File: config.mk
export PLATFORM = sky130hd
export DESIGN_NAME = sdhci_cmd_tx
export DESIGN_NICKNAME = d
export VERILOG_FILES = /design/src/rtl/sdhci_cmd_tx.sv
export SDC_FILE = /design/constraint.sdc
export NUM_CORES = 1
export LEC_CHECK = 0
export CAP_MARGIN = 20
export CORE_MARGIN = 3
export CORE_UTILIZATION = 30
export DETAILED_ROUTE_END_ITERATION = 10
export SYNTH_ARGS = -nofsm -noshare
export SYNTH_HDL_FRONTEND = slang
export SYNTH_SLANG_ARGS = --single-unit
File: constraint.sdc
create_clock -name clk_i -period 6.3 [get_ports clk_i]
set_clock_uncertainty 0.15 [all_clocks]
set_input_delay 1.26 -clock clk_i [delete_from_list [all_inputs] [get_ports clk_i]]
set_output_delay 1.26 -clock clk_i [all_outputs]
set_load 0.02 [all_outputs]
File: src/rtl/sdhci_cmd_tx.sv
// SD CMD line serial transmitter: builds the 48-bit command token with CRC7 and shifts it out
// on SD clock falling-edge strobes. Optional N_CC gap after each command: SDHCI_CMD_TX_NCC_GAP_EN.
module sdhci_cmd_tx (
  input  logic        clk_i,
  input  logic        rst_ni,
  input  logic        sd_clk_fall_i,
  input  logic        start_i,
  output logic        ready_o,
  input  logic [5:0]  cmd_index_i,
  input  logic [31:0] cmd_arg_i,
  output logic        busy_o,
  output logic        done_o,
  output logic        sd_cmd_en_o,
  output logic        sd_cmd_o
);

  localparam logic [1:0] StIdle      = 2'd0;
  localparam logic [1:0] StWaitFirst = 2'd1;
  localparam logic [1:0] StShift     = 2'd2;
`ifdef SDHCI_CMD_TX_NCC_GAP_EN
  localparam logic [1:0] StGap       = 2'd3;
`endif

  logic [1:0]  state_q, state_d;
  logic [5:0]  cnt_q, cnt_d;
  logic [6:0]  crc_q, crc_d;
  logic [5:0]  idx_q, idx_d;
  logic [31:0] arg_q, arg_d;
  logic        cmd_q, cmd_d;
  logic        en_q, en_d;
  logic        done_q, done_d;
`ifdef SDHCI_CMD_TX_NCC_GAP_EN
  logic [2:0]  gap_q, gap_d;
`endif

  logic [47:0] frame;
  logic [5:0]  bit_pos;
  logic        next_bit;
  logic        fb;
  logic [6:0]  crc_next;

  // CRC field is only read once bits 0..39 have all been folded into crc_q.
  assign frame    = {2'b01, idx_q, arg_q, crc_q, 1'b1};
  assign bit_pos  = 6'd47 - cnt_q;
  assign next_bit = frame[bit_pos];
  assign fb       = next_bit ^ crc_q[6];
  assign crc_next = {crc_q[5:0], 1'b0} ^ (fb ? 7'h09 : 7'h00);

  always_comb begin
    state_d = state_q;
    cnt_d   = cnt_q;
    crc_d   = crc_q;
    idx_d   = idx_q;
    arg_d   = arg_q;
    cmd_d   = cmd_q;
    en_d    = en_q;
    done_d  = 1'b0;
`ifdef SDHCI_CMD_TX_NCC_GAP_EN
    gap_d   = gap_q;
`endif
    unique case (state_q)
      StIdle: begin
        if (start_i) begin
          idx_d   = cmd_index_i;
          arg_d   = cmd_arg_i;
          cnt_d   = 6'd0;
          crc_d   = 7'd0;
          state_d = StWaitFirst;
        end
      end
      StWaitFirst: begin
        if (sd_clk_fall_i) begin
          en_d    = 1'b1;
          cmd_d   = next_bit;
          cnt_d   = cnt_q + 6'd1;
          crc_d   = crc_next;
          state_d = StShift;
        end
      end
      StShift: begin
        // Leave SHIFT one cycle after done so ready never coincides with the done pulse.
        if (done_q) begin
`ifdef SDHCI_CMD_TX_NCC_GAP_EN
          state_d = StGap;
          gap_d   = sd_clk_fall_i ? 3'd1 : 3'd0;
`else
          state_d = StIdle;
`endif
        end else if (sd_clk_fall_i) begin
          if (cnt_q == 6'd48) begin
            en_d   = 1'b0;
            cmd_d  = 1'b1;
            done_d = 1'b1;
          end else begin
            en_d  = 1'b1;
            cmd_d = next_bit;
            cnt_d = cnt_q + 6'd1;
            if (cnt_q < 6'd40) crc_d = crc_next;
          end
        end
      end
`ifdef SDHCI_CMD_TX_NCC_GAP_EN
      StGap: begin
        if (sd_clk_fall_i) begin
          if (gap_q == 3'd7) state_d = StIdle;
          else gap_d = gap_q + 3'd1;
        end
      end
`endif
      default: state_d = StIdle;
    endcase
  end

  always_ff @(posedge clk_i) begin
    if (!rst_ni) begin
      state_q <= StIdle;
      cnt_q   <= 6'd0;
      crc_q   <= 7'd0;
      idx_q   <= 6'd0;
      arg_q   <= 32'd0;
      cmd_q   <= 1'b1;
      en_q    <= 1'b0;
      done_q  <= 1'b0;
`ifdef SDHCI_CMD_TX_NCC_GAP_EN
      gap_q   <= 3'd0;
`endif
    end else begin
      state_q <= state_d;
      cnt_q   <= cnt_d;
      crc_q   <= crc_d;
      idx_q   <= idx_d;
      arg_q   <= arg_d;
      cmd_q   <= cmd_d;
      en_q    <= en_d;
      done_q  <= done_d;
`ifdef SDHCI_CMD_TX_NCC_GAP_EN
      gap_q   <= gap_d;
`endif
    end
  end

  assign ready_o     = (state_q == StIdle);
  assign busy_o      = !ready_o;
  assign done_o      = done_q;
  assign sd_cmd_en_o = en_q;
  assign sd_cmd_o    = cmd_q;

endmodule

# Word-level counts from Yosys, hierarchy flattened
# Index checks and enable logic that the tools add are counted.
dict set report op_classes {
  reduce_logical 10
  add_sub_neg 2
  n_lt_le_gt_ge 2
  eq_ne 10
  muxes 31
  n_bitwise 5
}
# op n
set op_table {}
lappend op_table {{7-bit two-way mux} 6}
lappend op_table {{6-bit two-way mux} 5}
lappend op_table {{7-bit one-hot mux with 3 select lines} 1}
lappend op_table {{6-bit one-hot mux with 3 select lines} 1}
lappend op_table {{2-bit inequality test (second input constant)} 7}
lappend op_table {{1-bit two-way mux} 10}
lappend op_table {{6-bit by 7-bit less-than comparator with 1-bit output (second input constant)} 1}
lappend op_table {{7-bit AND reduction} 1}
lappend op_table {{7-bit by 4-bit bitwise XOR with 7-bit output} 1}
lappend op_table {{6-bit by 1-bit adder with 6-bit output (second input constant)} 1}
lappend op_table {{1-bit binary-select mux with 6-bit select} 1}
lappend op_table {{6-bit equality test (second input constant)} 1}
lappend op_table {{6-bit less-than comparator (second input constant)} 1}
lappend op_table {{2-bit two-way mux} 3}
lappend op_table {{2-bit one-hot mux with 3 select lines} 1}
lappend op_table {{6-bit AND reduction} 1}
lappend op_table {{6-bit subtractor (first input constant)} 1}
lappend op_table {{4-bit two-way mux} 1}
lappend op_table {{1-bit one-hot mux with 2 select lines} 2}
lappend op_table {{4-bit AND reduction} 1}
lappend op_table {{4-bit OR reduction} 1}
lappend op_table {{1-bit inverter} 3}
lappend op_table {{3-bit AND reduction} 1}
lappend op_table {{3-bit nonzero test} 1}
lappend op_table {{7 further kinds} 7}
dict set report word_totals {
  inputBits 42
  register_bits 56
  output_inout_bits 5
}

# Longest topological paths before layout
dict set report logic_depth {
  depth_word 11
  mapped_depth 11
  mapped_depth_nobuf 9
}

# Worst setup path after synthesis
# OpenSTA, ideal clock, no wires.
dict set report synth_path {
  kind {input-to-reg}
  startpoint {input port sd_clk_fall_i}
  endpoint {register crc_q[3]}
  setup_ns 0.062
  t_arrival_ns 2.960
  cell_stages 7
  setup_slack_ns 3.128
  n_path_buf 0
  t_required_ns 6.088
  cell_sequence {nand2b_1 a2111oi_1 and2_0 and3_1 inv_1 or4_1 nand3_1}
}
dict set report synth_via {
  elab_chain_cells 2
  elab_cells_between_ends 3
}
# element line
set synth_rtl {}
lappend synth_rtl {{from (decl)} 6} ;# input logic sd_clk_fall_i,
lappend synth_rtl {{2-bit inequality test (no source line)} n/a}
lappend synth_rtl {{7-bit AND reduction (no source line) (*)} n/a}
lappend synth_rtl {{to (signal assigned)} 130} ;# crc_q <= crc_d;
lappend synth_rtl {{to (decl)} 26} ;# logic [6:0] crc_q, crc_d;
# Mark *: on every way between the ends. The rest lies on a longest branch, timed or not.
# A chain may end at the register's enable or synchronous reset.

# Final worst setup path
# Same ends and word-level chain as after synthesis.

==> out/metrics.yaml <==
viasPerCell: 4.75
final_core_util_pct: 38.0
avgRoutedWirePerCell_um: 12.5
dp.cells: 493
die_area_um2: 10800
hold_path.class: "flip-flop to flip-flop"
swShare_pct: 35.0
antenna_found_initial: 0
drv_slew: 0
finalHoldViolations: 0
post-place-ws_ns: 2.39
hold_start: "arg_q[31]"
synthTopCellsByArea: "dfxtp_1 39%, nand2_1 12%, a21boi_0 12%"
drive_above_1_share_pct: 6.72
p_seq_share_pct: 45.6
fin_area_um2: 3520
yosys_warnings: 0
die_h_um: 104
initial_core_util_pct: 31.0
register_area_um2: 1120
netSwitchingPower_w: 0.000332
synth_cell_type_count: 45
status: "completed"
grt_max_degree: 58
die_x_um: 104
antenna_cells: 0
ys.flop_type: "dfxtp_1"
place_area_um2: 3430
gp_congestion: 0.783
end_kind: "flip-flop"
crit_family: "simple AND/OR/NAND/NOR gates"
first_pass_iters: 4
num_rows: 35
area_delta_synth_final_pct: 22.4
arrival_ns: 3.70
synth_edf_count: 0
ys_seq_area_share_pct: 38.9
grt_pass1_wl_um: 10900
finalCritPeriodShare_pct: 57.0
cap_violations: 0
finalCriticalPeriod_ns: 3.59
rr_worst_depth: 7
cts_setup_buffers: 0
leakage_nw: 1.28
cts_resized: 0
rrSetupSlack_ns: 3.09
fin_setup_tns_ns: 0
overflow: 0
drc: 0
num_vias: 2381
htreeDepth: 2
cp_slowest_cell: "a2111oi_1"
intPower_w: 0.000616
clkTransAtPathRegs_ns: 0.11
cts_tree: "yes"
stdcell_count: 501
vdd_drop_max_mv: 0.0986
grt_pass1_vias: 2388
grtUsageTotal_pct: 11.8
cts-root-buf: "clkbuf_8"
nets: 422
fin_ws_ns: 2.71
synth_nets: 387
numCtsBuffers: 5
cp.required_ns: 6.41
synth_area_um2: 2880
grt_setup_unrepaired: "false"
cts_hold_buffers: 0
syn_inst: 336
setup_viol: 0
fillers: 999
io-pin-count: 47
yosys.area.top_type: "dfxtp_1"
relSlewSlack_pct: 43.3
core_area_um2: 9280
worst_pin_slew_ns: 0.849
r2r-end: "crc_q[3]"
clockBufferDepth: 2
numPortBuffers: 46
critical_path.max_stage_delay_ns: 0.60
synth_async_sr_flop_share_pct: 0
path_buf_inv: 2
crit_path_start_kind: "input port"
power_density_nw_per_um2: 269
dp_hpwl_um: 4440
drtAntennaViolNets: 0
drt-total-wl_um: 6250
synth_top_area_share_pct: 38.9
insertion_delay_ns: 0.31
min_to: "arg_q[31]"
fmax_ghz: 0.278
syn-mean-instance-area_um2: 8.57
cts_num_sinks: 56
worstPathCellList: "clkdlybuf4s50_1 > nand2b_1 > a2111oi_1 > and2_0 > and3_1 > inv_1 > or4_1 > nand3_1"
path_class: "input port to flip-flop"
worstHoldPathCells: 2
clockPowerShare_pct: 21.9
multi_input_area_um2: 1630
reg2reg_from: "cnt_q[0]"
drt_iter0_drc: 90
ys_seq_elements: 56
combPwrFrac_pct: 32.5
path_max_fanout: 6
-- placed cells by master (no fill, tap or decap), types with 5 or more instances in the layout --
cell / count
clkbuf_8: 5
mux2_2: 7
nand2_1: 95
nor2_1: 9
mux2i_1: 6
clkdlybuf4s50_1: 46
o21ai_0: 7
inv_1: 8
nand3_1: 14
nor2b_1: 8
dfxtp_1: 56
ha_1: 9
a21boi_0: 47
-- power by group through the flow --
| stage | Clock (W) | Sequential [W] | Combinational [W] |
|---|---|---|---|
| detailed placement | 0 | 0.000441 | 0.000313 |
| floorplan | 0 | 0.000429 | 0.000224 |
| global route | 0.000228 | 0.000439 | 0.000349 |
| finish | 0.000208 | 0.000432 | 0.000308 |
| global placement | 0 | 0.000438 | 0.000308 |
| CTS | 0.000218 | 0.000433 | 0.000313 |
-- sequential cells by signal (all words and copies together), names as in the netlist --
register,cells
sd_cmd_o,1
crc_q,7
sd_cmd_en_o,1
done_o,1
idx_q,6
cnt_q,6
arg_q,32
state_q,2
-- cell usage after synthesis, types with 2 or more instances --
cell type / number
ha_1: 9
dfxtp_1: 56
nand3_1: 14
mux2_2: 7
inv_1: 8
o21ai_0: 7
nor3_1: 3
nand2_1: 95
buf_1: 2
a21boi_0: 47
buf_2: 2
mux2i_1: 6
mux4_2: 3
buf_6: 2
clkbuf_1: 16
nor2_1: 9
mux4_1: 4
nand2b_1: 4
a211oi_1: 2
nor2b_1: 8
and3_1: 2
and2_1: 4
a21oi_1: 3
a21o_1: 2
-- cell families (layout without fill, tap and decap cells) --
kind of cell	after synthesis	after routing	synth area share, %
and+or+nand+nor	145	145	21.9
AOI/OAI and AO/OA	76	76	19.9
DFF	56	56	38.9
buffers and inverters	30	66	4.52
muxes	20	20	10.8
adders and majority gates	9	9	3.91
-- worst max-delay path by stage --
| stage | slack, ns | to | start | cells after the start |
|---|---|---|---|---|
| 6_report | 2.71 | crc_q[3] | sd_clk_fall_i | 8 |
| 5_1_grt | 2.55 | crc_q[3] | sd_clk_fall_i | 8 |
| 3_3_place_gp | 2.42 | crc_q[3] | sd_clk_fall_i | 8 |
| 3_5_place_dp | 2.39 | crc_q[3] | sd_clk_fall_i | 8 |
| 2_1_floorplan | 3.13 | crc_q[3] | sd_clk_fall_i | 7 |
| 4_1_cts | 2.72 | crc_q[3] | sd_clk_fall_i | 8 |
-- worst reg2reg max path, cell delays in order, from the launching register on --
cell      delay [ns]
dfxtp_1         0.89
mux4_1          0.67
mux2_2          0.30
a211oi_2        0.24
nor2b_1         0.09
a31o_1          0.26
or4_1           0.48
nand3_1         0.09
-- per-stage QoR --
step,hold WS (ns),power (W)
2_1_floorplan,0.289,0.000654
3_3_place_gp,0.298,0.000747
3_5_place_dp,0.306,0.000754
4_1_cts,0.322,0.000964
5_1_grt,0.343,0.00102
6_report,0.317,0.000948
-- metal layers --
| metal | up-vias | routed length, µm | global-route usage [%] |
|---|---|---|---|
| met5 | - | 0 | 0 |
| met4 | 0 | 68 | 2.75 |
| met3 | 7 | 172 | 2.17 |
| met2 | 30 | 3050 | 20.7 |
| met1 | 1119 | 2960 | 15.0 |
| li1 | 1225 | - | - |
-- layout make-up --
type / instances / area share (%)
Multi-Input combinational cell: 250 / 46.2
Sequential cell: 56 / 31.8
Tap cell: 129 / 4.58
Clock buffer: 5 / 1.95
Clock inverter: 3 / 0.710
Inverter: 8 / 0.852
Timing Repair Buffer: 50 / 13.9
Note: power is estimated with default switching activity, not from simulation.
